$ cat src/rtl/rpsc_status_filter_if.sv
// ----------------------------------------------------------------------------
// rpsc_status_filter_if
// Signal bundle between the field interlock contacts / operator panel and the
// rpsc_status_filter conditioning stage.
//
// Handshake: there is no valid/ready pairing on this bus. Every signal is a
// level that is sampled or updated on every rising clk edge. The producer
// (master) holds i_raw/i_ack. The filter (slave) presents its outputs every
// cycle.
//
// Signals:
//   i_raw       [N_CH] raw field contacts, active-high fault (asynchronous)
//   i_ack              operator fault-reset request, level sampled each cycle
//   o_filt      [N_CH] debounced live status
//   o_fault     [N_CH] latched faults
//   o_first     [3]    first-fault code: channel index + 1, 0 = none
//   o_trip             one-cycle pulse when the first fault latches
//   o_not_alarm        high when no fault latch is set
//   dbg_state          trip FSM state (0 = IDLE, 1 = TRIPPED)
// Modports:
//   master : drives i_raw/i_ack and observes the outputs
//   slave  : the filter itself
// ----------------------------------------------------------------------------
interface rpsc_status_filter_if #(
    parameter int N_CH = 7
);
    logic [N_CH-1:0] i_raw;
    logic            i_ack;
    logic [N_CH-1:0] o_filt;
    logic [N_CH-1:0] o_fault;
    logic [2:0]      o_first;
    logic            o_trip;
    logic            o_not_alarm;
    logic            dbg_state;

    modport master (
        output i_raw, i_ack,
        input  o_filt, o_fault, o_first, o_trip, o_not_alarm, dbg_state
    );

    modport slave (
        input  i_raw, i_ack,
        output o_filt, o_fault, o_first, o_trip, o_not_alarm, dbg_state
    );
endinterface

$ cat src/rtl/rpsc_status_filter.sv
// ----------------------------------------------------------------------------
// rpsc_status_filter
// Input conditioning for the CARD1 interlock logic. Each raw field contact is
// passed through a two-flop synchroniser and a symmetric debounce counter.
// Every new filtered fault is latched until the operator acknowledges it. A
// two-state FSM records which channel tripped first.
//
// Ports:
//   clk    in  system clock (1.28 us)
//   reset  in  synchronous, active-high reset
//   bus    slave modport of rpsc_status_filter_if (raw contacts, ack,
//          filtered status, latches, first-fault code, trip pulse, alarm
//          summary, FSM debug state)
// Channel bit order: 0 Card_POS, 1 Air_Grid, 2 Water_Anode, 3 Water_Grid,
//                    4 DC_PS, 5 U_CA_Low, 6 I_CA_High.
// ----------------------------------------------------------------------------
module rpsc_status_filter #(
    parameter int N_CH       = 7,
    parameter int DEB_WIDTH  = 14,
    parameter int DEB_CYCLES = 7812
) (
    input  logic                  clk,
    input  logic                  reset,
    rpsc_status_filter_if.slave   bus
);

    typedef enum logic {IDLE = 1'b0, TRIPPED = 1'b1} state_t;

    localparam logic [DEB_WIDTH-1:0] CNT_LAST = DEB_WIDTH'(DEB_CYCLES - 1);

    logic [N_CH-1:0]      s1, s2;
    logic [N_CH-1:0]      filt, filt_d;
    logic [DEB_WIDTH-1:0] cnt [N_CH];
    logic [N_CH-1:0]      fault, fault_nxt;
    logic [N_CH-1:0]      rise, clr;
    logic [2:0]           first, first_nxt, low_code;
    logic                 trip, trip_nxt;
    state_t               state, state_nxt;

    // Synchroniser and debounce. A channel's counter only runs while the
    // synchronised input disagrees with the accepted level. Any cycle of
    // agreement restarts it, so bounce never accumulates.
    always_ff @(posedge clk) begin
        if (reset) begin
            s1     <= '0;
            s2     <= '0;
            filt   <= '0;
            filt_d <= '0;
            for (int k = 0; k < N_CH; k++) cnt[k] <= '0;
        end else begin
            s1     <= bus.i_raw;
            s2     <= s1;
            filt_d <= filt;
            for (int k = 0; k < N_CH; k++) begin
                if (s2[k] == filt[k]) begin
                    cnt[k] <= '0;
                end else if (cnt[k] == CNT_LAST) begin
                    filt[k] <= s2[k];
                    cnt[k]  <= '0;
                end else begin
                    cnt[k] <= cnt[k] + DEB_WIDTH'(1);
                end
            end
        end
    end

    // Latch update: ack clears only channels whose live status is already
    // low. A rise in the same cycle sets the latch, and the set wins.
    always_comb begin
        rise      = filt & ~filt_d;
        clr       = bus.i_ack ? ~filt : '0;
        fault_nxt = (fault & ~clr) | rise;
    end

    // Lowest-index rising channel, encoded as index + 1.
    always_comb begin
        low_code = 3'd0;
        for (int k = N_CH - 1; k >= 0; k--) begin
            if (rise[k]) low_code = 3'(k + 1);
        end
    end

    // Trip FSM next-state / outputs.
    always_comb begin
        state_nxt = state;
        first_nxt = first;
        trip_nxt  = 1'b0;
        case (state)
            IDLE: begin
                first_nxt = 3'd0;
                if (|rise) begin
                    first_nxt = low_code;
                    trip_nxt  = 1'b1;
                    state_nxt = TRIPPED;
                end
            end
            TRIPPED: begin
                // Return to IDLE only when this ack empties every latch.
                if (bus.i_ack && !(|filt) && !(|rise)) begin
                    first_nxt = 3'd0;
                    state_nxt = IDLE;
                end
            end
            default: begin
                state_nxt = IDLE;
                first_nxt = 3'd0;
            end
        endcase
    end

    always_ff @(posedge clk) begin
        if (reset) begin
            state <= IDLE;
            fault <= '0;
            first <= 3'd0;
            trip  <= 1'b0;
        end else begin
            state <= state_nxt;
            fault <= fault_nxt;
            first <= first_nxt;
            trip  <= trip_nxt;
        end
    end

    assign bus.o_filt      = filt;
    assign bus.o_fault     = fault;
    assign bus.o_first     = first;
    assign bus.o_trip      = trip;
    assign bus.o_not_alarm = ~|fault;
    assign bus.dbg_state   = (state == TRIPPED);

endmodule

$ cat src/flat_wrapper.sv
// flat-port wrapper written by rule: the top's interface ports become plain ports
module rpsc_status_filter_flat 
#(
    parameter int N_CH       = 7,
    parameter int DEB_WIDTH  = 14,
    parameter int DEB_CYCLES = 7812
)
  (clk, reset, bus_i_raw, bus_i_ack, bus_o_filt, bus_o_fault, bus_o_first, bus_o_trip, bus_o_not_alarm, bus_dbg_state);
  rpsc_status_filter_if #(.N_CH(N_CH)) bus_i ();
  input  logic clk;
  input  logic reset;
  input wire logic [$bits(bus_i.i_raw)-1:0] bus_i_raw;
  input wire logic [$bits(bus_i.i_ack)-1:0] bus_i_ack;
  output wire logic [$bits(bus_i.o_filt)-1:0] bus_o_filt;
  output wire logic [$bits(bus_i.o_fault)-1:0] bus_o_fault;
  output wire logic [$bits(bus_i.o_first)-1:0] bus_o_first;
  output wire logic [$bits(bus_i.o_trip)-1:0] bus_o_trip;
  output wire logic [$bits(bus_i.o_not_alarm)-1:0] bus_o_not_alarm;
  output wire logic [$bits(bus_i.dbg_state)-1:0] bus_dbg_state;
  assign bus_i.i_raw = bus_i_raw;
  assign bus_i.i_ack = bus_i_ack;
  assign bus_o_filt = bus_i.o_filt;
  assign bus_o_fault = bus_i.o_fault;
  assign bus_o_first = bus_i.o_first;
  assign bus_o_trip = bus_i.o_trip;
  assign bus_o_not_alarm = bus_i.o_not_alarm;
  assign bus_dbg_state = bus_i.dbg_state;
  rpsc_status_filter #(.N_CH(N_CH), .DEB_WIDTH(DEB_WIDTH), .DEB_CYCLES(DEB_CYCLES)) u_core (.clk(clk), .reset(reset), .bus(bus_i));
endmodule
$ cat config.mk
export PLATFORM = sky130hd
export DESIGN_NAME = rpsc_status_filter_flat
export DESIGN_NICKNAME = d
export VERILOG_FILES = /design/src/rtl/rpsc_status_filter_if.sv /design/src/rtl/rpsc_status_filter.sv /design/src/flat_wrapper.sv
export SDC_FILE = /design/constraint.sdc
export NUM_CORES = 1
export LEC_CHECK = 0
export BUFFER_PORTS_ARGS = -buffer_cell sky130_fd_sc_hd__buf_2
export CAP_MARGIN = 0
export CELL_PAD_IN_SITES_DETAIL_PLACEMENT = 0
export CELL_PAD_IN_SITES_GLOBAL_PLACEMENT = 1
export CORE_MARGIN = 8
export CORE_UTILIZATION = 49
export DETAILED_ROUTE_END_ITERATION = 10
export GPL_TIMING_DRIVEN = 0
export MAX_ROUTING_LAYER = met4
export PLACE_DENSITY_LB_ADDON = 0.2
export SLEW_MARGIN = 20
export SYNTH_ARGS = -nofsm -noshare
export SYNTH_HDL_FRONTEND = slang
export SYNTH_SLANG_ARGS = --single-unit
$ cat constraint.sdc
create_clock -name clk -period 2.3 [get_ports clk]
set_input_delay 0.115 -clock clk [delete_from_list [all_inputs] [get_ports clk]]
set_output_delay 0.115 -clock clk [all_outputs]
set_load 0.03 [all_outputs]
==> results.py <==
metrics = {
    "setup_path": {
        "critical_path_class": "reg -> reg",
        "worstPathCellList": "ha_4 > or4b_1 > or4_4 > nand2_2 > buf_6 > nor2_1",
        "crit_fanout": 10,
        "critPathSlowestCell": "or4_4",
        "cp-start-kind": "register",
        "r2r_cells": 6,
        "slowest_delay_ns": 0.55,
        "cp.required_ns": 2.46,
        "end_kind": "register",
        "crit_arrival_ns": 2.37,
    },
    "die": {
        "io_pins": 30,
        "initial_core_util_pct": 50.2,
        "dieHeight_um": 132,
        "core.rowCount": 42,
        "fp.dieW_um": 132,
        "core_um2": 13200,
        "dieArea_um2": 17500,
    },
    "min_path": {
        "hp-class": "in -> reg",
        "min_path_cells": 3,
    },
    "clock_network": {
        "clock_tree.root_cell": "clkbuf_16",
        "htreeDepth": 4,
        "insertion_delay_ns": 0.42,
        "cts_buffers": 17,
        "cts_tree": "yes",
        "clock_path_buffers": 2,
        "cts.clk_slew.worst_paths_ns": 0.06,
        "clock-sinks": 138,
    },
    "global_routing": {
        "grt-busiest-layer": "met2",
        "grt_first_pass_wirelength_um": 21100,
        "grt_pass1_vias": 4482,
        "met3_usage_pct": 3.26,
        "track_usage_pct": 15.1,
        "overflow": 0,
        "grtUsageMet1_pct": 19.0,
        "grt_max_degree": 17,
        "met2_usage_pct": 23.1,
        "antenna_found_initial": 0,
    },
    "timing": {
        "hold_violations": 0,
        "fin_crit_ns": 2.21,
        "worst_pin_slew_ns": 0.572,
        "slew_violations": 0,
        "tns_ns": 0,
        "clock.fmax_ghz": 0.453,
        "skew_ns": 0.00661,
        "fin_crit_sh_pct": 95.9,
        "max-slew-margin-rel_pct": 61.8,
        "setup-violations-final": 0,
        "rsz0062_at_grt": "false",
    },
    "synthesis": {
        "synth.most_common_cell": "nor2_1",
        "asyncSetResetFlopFracSynth_pct": 0,
        "postSynthAreaPerCell_um2": 10.7,
        "synthTopCellsByArea": "edfxtp_1 (44%), dfxtp_1 (12%), xor2_1 (7.4%)",
        "synth_top_area_share_pct": 44.3,
        "synthCells": 620,
        "synth_ff_type": "edfxtp_1",
        "ys_top_cells_by_count": "nor2_1 (112), edfxtp_1 (98), xor2_1 (56), dfxtp_1 (40), xnor2_1 (35)",
        "yosys.area.top_type": "edfxtp_1",
        "ys_types": 38,
        "ys_seq_area_share_pct": 56.3,
        "synth_warnings": 0,
        "ys_ff_latch": 138,
        "synth_area_um2": 6650,
        "synth_edf_count": 98,
    },
    "run_status": {
        "status": "finished clean",
    },
    "power_and_ir_drop": {
        "vdd_drop_max_mv": 0.414,
        "p_leak_nw": 3.07,
        "power_mw": 5.80,
        "power-per-cell-area_nw_per_um2": 717,
    },
    "run": {
        "maxCapViolCount": 0,
    },
    "final_layout": {
        "n_antenna_cell": 0,
        "regArea_um2": 3740,
        "drive_above_1_share_pct": 8.66,
        "multiInputGateArea_um2": 3130,
        "instances_no_fill": 961,
        "fillers": 1150,
        "fin_util_pct": 61.0,
        "fin_nets": 789,
        "area_growth_pct": 21.6,
    },
    "route": {
        "routed_wl_um": 12400,
        "drt_iter0_drc": 297,
        "avgRoutedWirePerCell_um": 12.9,
        "ant_nets": 0,
        "vias": 4723,
        "viasPerCell": 4.91,
        "drc": 0,
        "dr.pass1.iters": 5,
    },
    "place": {
        "gp_congestion": 0.825,
        "io_buffers": 28,
        "hpwl_um": 8900,
        "place_inst": 921,
    },
}
metrics by stage:
step	worst slack (ns)	area, um2	hold slack [ns]
after floorplan	0.222	7010	0.243
after global placement	0.0944	7370	0.324
after detailed placement	0.0385	7370	0.332
after CTS	0.0140	8060	0.0753
after global routing	0.0143	8080	0.0989
final	0.0948	8080	0.0944
worst max-delay path: cells and delay by family (launching register included):
kind	cells	cell delay, ns
DFF	1	0.44
buffers and inverters	1	0.15
adders and majority gates	1	0.19
and+or+nand+nor	4	1.16
logic make-up after synthesis:
family | share of synthesized area, %
adder cells (fa/ha/maj) | 1.32
flip-flops | 56.3
AO/OA/AOI/OAI | 2.09
buffers and inverters | 2.26
XOR/XNOR | 12.0
AND/OR/NAND/NOR | 24.9
other | 0.0564
multiplexers | 1.05
routing by layer:
| layer | vias up | part of all wire (%) | routed length (um) |
|---|---|---|---|
| met2 | 74 | 46 | 5770 |
| met1 | 2230 | 49 | 6080 |
| li1 | 2401 | - | - |
| met5 | - | 0 | 0 |
| met3 | 18 | 2.8 | 349 |
| met4 | 0 | 1.8 | 220 |
cell type report:
class	count	share of cell area (%)
Clock buffer	30	7.54
Clock inverter	2	0.139
Sequential cell	138	46.3
Tap cell	176	2.72
Inverter	11	0.511
Multi-Input combinational cell	542	38.7
Timing Repair Buffer	36	2.69
Buffer	26	1.35
flip-flops by register name, summed over array words and instances (netlist names):
register              count
u_core.s1                 7
u_core.bus.o_trip         1
u_core.filt_d             7
u_core.cnt               98
u_core.bus.o_first        3
u_core.bus.dbg_state      1
u_core.s2                 7
u_core.bus.o_fault        7
u_core.bus.o_filt         7
cell usage in the layout (no fill, tap or decap), types with 2 or more instances in the layout:
cell and instances:
nor3_1 11, xnor2_1 35, conb_1 98, buf_4 2, o21ai_0 8, and3_1 18, nand2b_1 16, a32o_1 2
or4_4 2, or3b_2 2, mux2i_1 7, edfxtp_1 98, dlygate4sd3_1 7, xor2_1 56, nor4b_1 3, nand3_1 27
nor2_1 112, nor4_1 11, and2_1 4, clkbuf_8 5, and4_1 16, nand2_2 2, nor2b_1 24, nand4b_1 3
clkbuf_16 21, a21oi_1 9, inv_1 11, ha_1 6, nand4_1 33, clkbuf_1 27, buf_2 28, or4_1 2
dfxtp_1 40, nand2_1 28
repair_timing:
action,in CTS,in global routing
setup endpoints to repair,0,10
resized for setup,0,2
buffers inserted,0,1
endpoints found under the hold margin,7,0
hold buffers,7,0
power breakdown:
group	total [mW]	internal (mW)	switching (mW)
clock	2.76	1.78	0.976
combinational	0.207	0.0893	0.118
sequential	2.83	2.75	0.0816
total	5.80	4.62	1.18
path summary, 6_finish.rpt:
| check | slack, ns | endpoint | startpoint |
|---|---|---|---|
| max | 0.09 | u_core.cnt[1][0]$_SDFFCE_PN0P_ | u_core.cnt[1][0]$_SDFFCE_PN0P_ |
| min | 0.09 | u_core.bus.o_fault[1]$_SDFF_PP0_ | bus_i_ack |
| max reg2reg | 0.09 | u_core.cnt[1][0]$_SDFFCE_PN0P_ | u_core.cnt[1][0]$_SDFFCE_PN0P_ |
| min reg2reg | 0.43 | u_core.s2[4]$_SDFF_PP0_ | u_core.s1[4]$_SDFF_PP0_ |
(Power assumes the default switching activity.)
